$ cat src/rtl/regdump_pkg.sv
// rtl/regdump_pkg.sv - shared widths, FSM encoding and pointer wrap helper for the dump reader
package regdump_pkg;

    localparam int ADDR_W   = 5;
    localparam int DATA_W   = 32;
    localparam int NUM_REGS = 32;

    typedef enum logic [1:0] {
        ST_IDLE = 2'd0,
        ST_READ = 2'd1,
        ST_OUT  = 2'd2
    } state_t;

    // Wraps at NUM_REGS rather than 2**ADDR_W so non-power-of-two files work.
    function automatic logic [ADDR_W-1:0] wrap_inc(input logic [ADDR_W-1:0] a);
        return (a == ADDR_W'(NUM_REGS - 1)) ? '0 : a + 1'b1;
    endfunction

endpackage

$ cat src/rtl/regfile_dump_reader_if.sv
// rtl/regfile_dump_reader_if.sv - control, register file read port and output stream of the dump reader
interface regfile_dump_reader_if;
    import regdump_pkg::*;

    logic              start;
    logic              abort;
    logic [ADDR_W-1:0] first_addr;
    logic [ADDR_W-1:0] last_addr;
    logic              wr_stall;
    logic [ADDR_W-1:0] rd_addr;
    logic [DATA_W-1:0] rd_data;
    logic              out_valid;
    logic              out_ready;
    logic [ADDR_W-1:0] out_addr;
    logic [DATA_W-1:0] out_data;
    logic              busy;
    logic              done;

    modport master (
        input  start, abort, first_addr, last_addr, wr_stall, rd_data, out_ready,
        output rd_addr, out_valid, out_addr, out_data, busy, done
    );

    modport slave (
        output start, abort, first_addr, last_addr, wr_stall, rd_data, out_ready,
        input  rd_addr, out_valid, out_addr, out_data, busy, done
    );

endinterface

$ cat src/rtl/regdump_addr_ptr.sv
// rtl/regdump_addr_ptr.sv - loadable wrap-around register pointer with end-of-range match
module regdump_addr_ptr
    import regdump_pkg::*;
(
    input  logic              i_clk,
    input  logic              i_rst_n,
    input  logic              i_load,
    input  logic              i_inc,
    input  logic [ADDR_W-1:0] i_first,
    input  logic [ADDR_W-1:0] i_last,
    output logic [ADDR_W-1:0] o_ptr,
    output logic              o_at_end
);

    logic [ADDR_W-1:0] r_ptr;
    logic [ADDR_W-1:0] r_end;

    always_ff @(posedge i_clk or negedge i_rst_n) begin
        if (!i_rst_n) begin
            r_ptr <= '0;
            r_end <= '0;
        end else if (i_load) begin
            r_ptr <= i_first;
            r_end <= i_last;
        end else if (i_inc) begin
            r_ptr <= wrap_inc(r_ptr);
        end
    end

    assign o_ptr    = r_ptr;
    assign o_at_end = (r_ptr == r_end);

endmodule

$ cat src/rtl/regfile_dump_reader.sv
// rtl/regfile_dump_reader.sv - walks a register range through one read port and streams (addr, data) words
module regfile_dump_reader
    import regdump_pkg::*;
(
    input  logic                  i_clk,
    input  logic                  i_rst_n,
    regfile_dump_reader_if.master bus
);

    state_t            r_state;
    state_t            w_state_nxt;
    logic [ADDR_W-1:0] r_out_addr;
    logic [DATA_W-1:0] r_out_data;
    logic              r_done;

    logic              w_load;
    logic              w_inc;
    logic              w_capture;
    logic              w_done_nxt;
    logic [ADDR_W-1:0] w_ptr;
    logic              w_at_end;

    regdump_addr_ptr u_ptr (
        .i_clk    (i_clk),
        .i_rst_n  (i_rst_n),
        .i_load   (w_load),
        .i_inc    (w_inc),
        .i_first  (bus.first_addr),
        .i_last   (bus.last_addr),
        .o_ptr    (w_ptr),
        .o_at_end (w_at_end)
    );

    always_ff @(posedge i_clk or negedge i_rst_n) begin
        if (!i_rst_n) begin
            r_state    <= ST_IDLE;
            r_out_addr <= '0;
            r_out_data <= '0;
            r_done     <= 1'b0;
        end else begin
            r_state <= w_state_nxt;
            r_done  <= w_done_nxt;
            if (w_capture) begin
                r_out_addr <= w_ptr;
                r_out_data <= bus.rd_data;
            end
        end
    end

    always_comb begin
        w_state_nxt = r_state;
        w_load      = 1'b0;
        w_inc       = 1'b0;
        w_capture   = 1'b0;
        w_done_nxt  = 1'b0;
        case (r_state)
            ST_IDLE: begin
                if (bus.start) begin
                    w_load      = 1'b1;
                    w_state_nxt = ST_READ;
                end
            end
            ST_READ: begin
                if (bus.abort) begin
                    w_state_nxt = ST_IDLE;
                end else if (!bus.wr_stall) begin
                    w_capture   = 1'b1;
                    w_state_nxt = ST_OUT;
                end
            end
            ST_OUT: begin
                // Abort wins over a concurrent handshake: the word is gone but no DONE.
                if (bus.abort) begin
                    w_state_nxt = ST_IDLE;
                end else if (bus.out_ready) begin
                    if (w_at_end) begin
                        w_done_nxt  = 1'b1;
                        w_state_nxt = ST_IDLE;
                    end else begin
                        w_inc       = 1'b1;
                        w_state_nxt = ST_READ;
                    end
                end
            end
            default: w_state_nxt = ST_IDLE;
        endcase
    end

    assign bus.rd_addr   = w_ptr;
    assign bus.out_valid = (r_state == ST_OUT);
    assign bus.out_addr  = r_out_addr;
    assign bus.out_data  = r_out_data;
    assign bus.busy      = (r_state != ST_IDLE);
    assign bus.done      = r_done;

endmodule

$ cat src/flat_wrapper.sv
// flat-port wrapper written by rule: the top's interface ports become plain ports
module regfile_dump_reader_flat import regdump_pkg::*;
  (i_clk, i_rst_n, bus_start, bus_abort, bus_first_addr, bus_last_addr, bus_wr_stall, bus_rd_data, bus_out_ready, bus_rd_addr, bus_out_valid, bus_out_addr, bus_out_data, bus_busy, bus_done);
  regfile_dump_reader_if bus_i ();
  input  logic i_clk;
  input  logic i_rst_n;
  input wire logic [$bits(bus_i.start)-1:0] bus_start;
  input wire logic [$bits(bus_i.abort)-1:0] bus_abort;
  input wire logic [$bits(bus_i.first_addr)-1:0] bus_first_addr;
  input wire logic [$bits(bus_i.last_addr)-1:0] bus_last_addr;
  input wire logic [$bits(bus_i.wr_stall)-1:0] bus_wr_stall;
  input wire logic [$bits(bus_i.rd_data)-1:0] bus_rd_data;
  input wire logic [$bits(bus_i.out_ready)-1:0] bus_out_ready;
  output wire logic [$bits(bus_i.rd_addr)-1:0] bus_rd_addr;
  output wire logic [$bits(bus_i.out_valid)-1:0] bus_out_valid;
  output wire logic [$bits(bus_i.out_addr)-1:0] bus_out_addr;
  output wire logic [$bits(bus_i.out_data)-1:0] bus_out_data;
  output wire logic [$bits(bus_i.busy)-1:0] bus_busy;
  output wire logic [$bits(bus_i.done)-1:0] bus_done;
  assign bus_i.start = bus_start;
  assign bus_i.abort = bus_abort;
  assign bus_i.first_addr = bus_first_addr;
  assign bus_i.last_addr = bus_last_addr;
  assign bus_i.wr_stall = bus_wr_stall;
  assign bus_i.rd_data = bus_rd_data;
  assign bus_i.out_ready = bus_out_ready;
  assign bus_rd_addr = bus_i.rd_addr;
  assign bus_out_valid = bus_i.out_valid;
  assign bus_out_addr = bus_i.out_addr;
  assign bus_out_data = bus_i.out_data;
  assign bus_busy = bus_i.busy;
  assign bus_done = bus_i.done;
  regfile_dump_reader u_core (.i_clk(i_clk), .i_rst_n(i_rst_n), .bus(bus_i));
endmodule
$ cat config.mk
export PLATFORM = sky130hd
export DESIGN_NAME = regfile_dump_reader_flat
export DESIGN_NICKNAME = d
export VERILOG_FILES = /design/src/rtl/regdump_pkg.sv /design/src/rtl/regfile_dump_reader_if.sv /design/src/rtl/regdump_addr_ptr.sv /design/src/rtl/regfile_dump_reader.sv /design/src/flat_wrapper.sv
export SDC_FILE = /design/constraint.sdc
export NUM_CORES = 1
export LEC_CHECK = 0
export CAP_MARGIN = 15
export CORE_MARGIN = 2
export CORE_UTILIZATION = 30
export DETAILED_ROUTE_END_ITERATION = 16
export SYNTH_ARGS = -nofsm -noshare
export SYNTH_HDL_FRONTEND = slang
export SYNTH_SLANG_ARGS = --single-unit
export TNS_END_PERCENT = 5
$ cat constraint.sdc
create_clock -name i_clk -period 3.7 [get_ports i_clk]
set_input_delay 0.74 -clock i_clk [delete_from_list [all_inputs] [get_ports i_clk]]
set_output_delay 0.74 -clock i_clk [all_outputs]
set_load 0.03 [all_outputs]
# Word level (Yosys, flattened, before mapping)

Cells that the tools add are included.

Output and inout bits: 45
Input port bits: 48
Flip-flop bits (word level): 50
Logic and storage cells: 41

Equality and inequality tests: 7
Multiplexer cells: 23
Add/sub/neg operators: 1
Reduce and logical (&&, ||, !) cells: 4

Operators by type and width:

| operator                                                              | number |
|---|---|
| 5-bit two-way mux                                                     | 3 |
| 1-bit two-way mux                                                     | 14 |
| 2-bit two-way mux                                                     | 5 |
| 3-bit != test, second input constant                                  | 2 |
| 2-bit one-hot mux with 3 select lines                                 | 1 |
| 5-bit by 1-bit adder with 5-bit output, second input constant         | 1 |
| 5-bit equality test                                                   | 1 |
| 5-bit equality test, second input constant                            | 1 |
| 2-bit nonzero test                                                    | 2 |
| 3-bit AND reduction                                                   | 1 |
| 2-bit by 1-bit equality test with 1-bit output, second input constant | 1 |
| 2-bit equality test, second input constant                            | 1 |
| 2-bit zero test                                                       | 1 |
| 2-bit != test, second input constant                                  | 1 |

# Longest topological paths before layout

Depth in word-level cells: 7
Depth in mapped cells: 6
Mapped depth without buffers: 6

# Cells and area by module

From an unflattened synthesis, not the netlist that was laid out.

Cell total of the unflattened synthesis: 143
Area total of the unflattened synthesis: 2092.0 um^2

Modules (own cells, without submodules):

| module              | area an instance (um^2) | cells an instance | sequential area each (um^2) | times used |
|---|---|---|---|---|
| regfile_dump_reader | 1564.0                  | 94                | 1001.0                      | 1 |
| regdump_addr_ptr    | 528.0                   | 49                | 250.2                       | 1 |

# Worst setup path before layout

No wires, ideal clock.

Path type: reg2reg
Start point: register u_core.u_ptr.r_ptr[0], in the netlist u_core.u_ptr.o_ptr[0]
End point: register u_core.u_ptr.r_ptr[3], in the netlist u_core.u_ptr.o_ptr[3]
Setup slack: 1.781 ns
Library setup time: 0.082 ns
Data required time: 3.618 ns
Period minus slack after synthesis: 1.919 ns
Path buffers: 0
Data arrival time: 1.837 ns
Cell stages (with the launch flop): 6
Path through: dfrtp_1 > ha_1 > and3_1 > ha_1 > or4_1 > a31oi_1

Longest elaborated chain between the ends: 6
Elaborated cells between the ends (all ways): 11
Those cells by class: add/sub: 1; eq/ne: 2; mux: 7; reduce/logical: 1

Ends and longest elaborated chain:

| element                                                                                        | RTL line               | RTL |
|---|---|---|
| start, declared                                                                                | regdump_addr_ptr.sv:15 | `logic [ADDR_W-1:0] r_ptr;` |
| start signal, assigned                                                                         | regdump_addr_ptr.sv:23 | `r_ptr <= i_first;` |
| start signal, assigned                                                                         | regdump_addr_ptr.sv:26 | `r_ptr <= wrap_inc(r_ptr);` |
| parallel branches: the longest is 6 deep, another holds 5-bit by 1-bit adder with 5-bit output | -                      |  |

Several ways; the timed one is not identified. The select of a mux whose other input is x is not followed.
A chain may end at the register's enable or synchronous reset.

# Final worst setup path

Start point: register u_core.r_state[0]
End point: output bus_out_valid

Longest elaborated chain between the ends: 1

Ends and longest elaborated chain:

| element                | RTL line                  | RTL |
|---|---|---|
| start, declared        | regfile_dump_reader.sv:10 | `state_t r_state;` |
| start signal, assigned | regfile_dump_reader.sv:41 | `r_state <= w_state_nxt;` |
| 2-bit equality test    | regfile_dump_reader.sv:90 | `assign bus.out_valid = (r_state == ST_OUT);` |
| end, declared          | flat_wrapper.sv:15        | `output wire logic [$bits(bus_i.out_valid)-1:0] bus_out_valid;` |

No other way between the ends.

==> flow_summary.toml <==
[sta]
tns_ns = 0
fmaxAchievable_mhz = 420
timing.final.ws_setup_ns = 1.32
slew-limit-headroom = 0.554
maxSlewViolCount = 0
finalCritPeriodShare = 0.644
setup_viol = 0
tightest_slew_ns = 0.669
period_minus_slack_ns = 2.38
clock_skew_ns = 0.00140
rsz0062_at_grt = "false"
finalHoldViolations = 0

[global_routing]
grt_use_met2 = 0.185
grt_pass1_vias = 1459
top_usage_layer = "met2"
grt_max_degree = 31
use_met1 = 0.166
met3_usage = 0.0341
antenna_found_initial = 0
grt_pass1_wl_um = 7180
grt_overflow = 0
track_usage = 0.122

[synthesis]
yosysTopAreaCellShare = 0.606
yosysWarnings = 0
synthCells = 146
yosys.area_share.xor_xnor = 0.0212
yosysTopAreaCell = "dfrtp_1"
netlist_area_sq_mm = 0.00206
syn_nets = 196
synth_edf_count = 0
synth_common_cells = "dfrtp_1 (50), mux2_2 (42), nor2_1 (10), xnor2_1 (5), a31oi_1 (4)"
yosys.area_share.simple = 0.0636
yosysSeqAreaShare = 0.606
synth_cell_types = 26
synthMuxAreaShare = 0.239
synth_adder_area_share = 0.0121
synth_compound_area_frac = 0.0436
ys_top_cells_by_area = "dfrtp_1 (61%), mux2_2 (23%), xnor2_1 (2.1%)"
synth_ff_type = "dfrtp_1"
postSynth.asyncResetShare = 1.00
syn_area_per_cell_sq_um = 14.1
synth.most_common_cell = "dfrtp_1"
synth_top_family_by_area = "multiplexers"
ys_ff_latch = 50

[finish]
synthToLayoutAreaGrowth_pct = 53.9
drive_gt1_frac = 0.238
antennaDiodeCount = 0
fin_area_sq_mm = 0.00318
nNetsFinal = 293
n_fill_cell = 625

[cts]
ctsResizeCount = 0
numCtsBuffers = 5
cts.clk_slew.worst_paths_ns = 0.09
cts_hold_buf = 0
postCtsSetupBuffers = 0
clock-sinks = 50
cts.htree.levels = 2
cts_tree = "yes"
cts_buffer_depth = 2
cts_root_buf = "clkbuf_8"
insertion_delay_ns = 0.29

[critical_path]
slowest_delay_ns = 0.67
cp-start-kind = "flop"
ff2ff_path_depth = 5
crit_path_max_fanout = 5
rr_endpoint = "u_core.u_ptr.o_ptr[2]"
cp.arrival_ns = 1.64
worstSetupPathType = "reg -> out"
endpoint_kind = "primary output"
cp.required_ns = 2.96
worstPathCellList = "and2b_2, clkdlybuf4s50_1"
cp_slowest_cell = "clkdlybuf4s50_1"
rr_startpoint = "u_core.u_ptr.o_ptr[0]"
reg2reg_slack_ns = 1.78

[floorplan]
die_w_um = 87.0
initial_core_util = 0.307
dieArea_sq_mm = 0.00756
coreArea_sq_mm = 0.00672
rows = 30
ios = 93
fp.dieH_um = 87.0

[placement]
portBuffers = 92
place_ws_ns = 1.12
gp_congestion = 0.816
hpwl_um = 3180
placed_cell_area_sq_mm = 0.00308

[power]
irDropWorstVdd_mv = 0.322
p_per_area_mw_per_mm2 = 855
leakage_nw = 1.29

[job]
maxCapViolations = 0

[route]
wl_per_cell_um = 13.3
drc = 0
wl_um = 4320
num_vias = 1463
postRouteAntennaNets = 0
routed_via_density = 4.52
drtIter0Drc = 65
firstDrtPassIters = 5

[worst_hold_path]
min_path_type = "in -> async"

[outcome]
status = "completed"
## flip-flops by register name, summed over array words and instances (netlist names)
name,count
u_core.u_ptr.o_ptr,5
u_core.u_ptr.r_end,5
u_core.r_state,2
u_core.bus.done,1
u_core.bus.out_addr,5
u_core.bus.out_data,32
## critical path: cells and delay by family, from the launching register on
family                 cells  cell delay [ns]
buffers and inverters      1             0.67
DFF                        1             0.43
and+or+nand+nor            1             0.26
## logic make-up (layout without fill, tap and decap cells)
group           Yosys count  count (layout)
compound gates           13              13
mux                      44              44
buf+inv                   7             105
fa+ha+maj                 2               2
xor+xnor                  5               5
simple gates             25              25
flops                    50              50
## cell usage in the layout, fill, tap and decap left out, drive strengths merged
cell type,Yosys,layout
nand2,3,3
dfrtp,50,50
nand3b,1,1
xnor2,5,5
clkinv,0,1
or4b,1,1
clkdlybuf4s50,0,91
a32oi,1,1
clkinvlp,0,1
a31oi,4,4
or3,1,1
inv,3,3
and2b,1,1
ha,2,2
o21ai,3,3
or2b,1,1
buf,3,3
a211oi,1,1
and3,1,1
mux2,42,42
mux2i,2,2
a21oi,3,3
clkbuf,1,6
o21bai,1,1
or2,1,1
nor2,11,11
or4,1,1
nand3,3,3
## through the flow
stage / util / hold WS, ns / power [mW] / cells
after floorplan: - / 0.444 / 1.80 / 146
after global placement: 0.459 / 0.489 / 2.42 / 316
after detailed placement: 0.459 / 0.494 / 2.43 / 316
after CTS: 0.473 / 0.493 / 2.77 / 324
after global routing: 0.473 / 0.512 / 2.89 / 324
final: 0.473 / 0.477 / 2.72 / 324
## power breakdown
group,internal [mW],switching (mW),total [mW]
logic,0.688,0.741,1.43
clock network,0.150,0.169,0.319
registers,0.802,0.168,0.969
## layer usage
layer | up-vias | part of all wire
met1 | 692 | 0.45
met4 | 0 | 0.0095
met5 | - | 0
met2 | 55 | 0.47
li1 | 714 | -
met3 | 2 | 0.069
## how the worst max path moves through the flow
stage               cells after the start                 endpoint             startpoint
floorplan                               5    u_core.u_ptr.o_ptr[3]  u_core.u_ptr.o_ptr[0]
global placement                        6  u_core.bus.out_data[25]           bus_wr_stall
detailed placement                      6  u_core.bus.out_data[30]           bus_wr_stall
CTS                                     2            bus_out_valid      u_core.r_state[0]
global route                            2            bus_out_valid      u_core.r_state[0]
finish                                  2            bus_out_valid      u_core.r_state[0]
## final cells by class
class	count	area (sq um)	share of cell area
sequential	50	1250	0.394
timing repair buffer	94	931	0.293
multi-input combinational	89	788	0.248
tap	80	100	0.0315
clock buffer	6	82.6	0.0260
clock inverter	2	12.5	0.00394
inverter	3	11.3	0.00354
Power figures use the tool's default switching activity.
==> edit: new RTL, same settings <==
Change the package constant `DATA_W` from 32 to 24.
--- a/src/rtl/regdump_pkg.sv
+++ b/src/rtl/regdump_pkg.sv
@@ -3,5 +3,5 @@
 
     localparam int ADDR_W   = 5;
-    localparam int DATA_W   = 32;
+    localparam int DATA_W   = 24;
     localparam int NUM_REGS = 32;
 
Interface: changed (resized bus_out_data and bus_rd_data); port bits go from 93 to 77. No check against the original RTL was run, so the function may have changed too.
==> edit against the original RTL <==
  * Sequential cell count is 8 lower
  * Highest routed layer unchanged
  * Sequential share of layout area fell by 0.42 points
  * Final area fell by 15%
  * First-iteration DRC count fell by 46%
  * Largest cell class unchanged
  * Setup slack lost 28 ps
  * Area after synthesis fell by 14%
  * Combinational power is 34% lower
  * Routed wire length is 7.1% lower
  * Power down 27%
  * Final cell count is 13% lower
==> edit: results (changes against the original RTL) <==
| Metric | Value |
|---|---|
| Status | completed |
| Setup Skew | 3.677 ps (+2.280 ps) |
| Share of the synthesized area in the top cell type | 59.36% (-1.2 points) |
| Post-Place Setup Slack | 1351 ps (+235.9 ps) |
| Nets | 250 (-15%) |
| Fraction of layout cells with a size suffix above 1 | 23.44% (-0.33 points) |
| Global Route Usage Sum | 13.32% (+1.2 points) |
| Sink Count | 42 (-16%) |
| Largest net degree at the start of global routing | 43 (+39%) |
| Worst VDD drop | 0.3595 mV (+12%) |
| Cell variety after synth | 25 (-3.8%) |
| Cells after synthesis | 128 (-12%) |
| Global-route wire length before repair | 6617 um (-7.8%) |
| Inst Count DP | 273 (-14%) |
| Leakage power | 1.103 nW (-15%) |
| Final WS setup | 1289 ps (-28.46 ps) |
| Dominant cells by area after synthesis | dfrtp_1 59%, mux2_2 22%, xnor2_1 2.5% |
| 1st-iter DRT viols | 35 (-46%) |
| First drt pass iteration count | 3 (-2) |
| Hold WS | 509.5 ps (+32.73 ps) |
| Switching Power | 0.0007579 W (-30%) |
| Worst slew pin tran | 923.3 ps (+254.4 ps) |
| Vias | 1304 (-11%) |
| GPL Wtd Cong | 0.8305 (+1.8%) |
| Detail Placement HPWL | 3006 um (-5.5%) |
| Vias in the first global route | 1394 (-4.5%) |
| Port bufs | 76 (-17%) |
| Synthesized Nets | 170 (-13%) |
| Seq/Total Area, Yosys | 59.36% (-1.2 points) |
| Min-Delay Path Class | register to register |
| WL final | 4017 um (-7.1%) |
| Crit Path Max Fanout | 4 (-1) |
| Clk slew on worst S/H paths | 70 ps (-20 ps) |
## edit: power by group through the flow
stage / Combinational (W) / Sequential [W] / Clock (W)
after floorplan: 0.000247 / 0.00103 / 0
after global placement: 0.000946 / 0.000737 / 0
after detailed placement: 0.000960 / 0.000750 / 0
after CTS: 0.000963 / 0.000745 / 0.000309
after global routing: 0.00101 / 0.000769 / 0.000333
final: 0.000949 / 0.000740 / 0.000297
## edit: area by class of cell
cell class | instances | area (sq um)
multi-input cells | 79 | 690.7
clock buffers | 7 | 86.33
flip-flops and latches | 42 | 1051
inverters | 3 | 11.26
fillers | 524 | 2910
repair buffers | 77 | 763.2
clock inverters | 1 | 5.005
well taps | 72 | 90.09
## edit: cells by family (layout without fill, tap and decap cells)
kind of cell	count (synthesis)	count (layout)	share of synthesized area, %
muxes	36	36	22.76
and+or+nand+nor	26	26	7.775
adders and majority gates	2	2	1.413
buffers and inverters	7	88	1.908
AOI/OAI and AO/OA	10	10	4.311
DFF	42	42	59.36
xor gates and xnor gates	5	5	2.473
## edit: layer usage
metal | global-route usage, % | wire length [um] | part of all wire (%)
met5 | 0 | 0 | 0
met4 | 5.593 | 67 | 1.7
met3 | 5.111 | 375 | 9.3
met2 | 22.48 | 2010 | 50
met1 | 15.07 | 1563 | 39
## edit: per-stage QoR
| step | utilization [%] | instance area [sq um] |
|---|---|---|
| 3_3_place_gp | 46.47 | 2606 |
| 6_report | 48.10 | 2698 |
| 5_1_grt | 48.10 | 2698 |
| 2_1_floorplan | - | 1770 |
| 4_1_cts | 48.10 | 2698 |
| 3_5_place_dp | 46.47 | 2606 |
## edit: critical path, stage by stage (launching register included)
cell and delay, ps:
dfrtp_1 400, and2b_4 290, clkdlybuf4s50_1 690
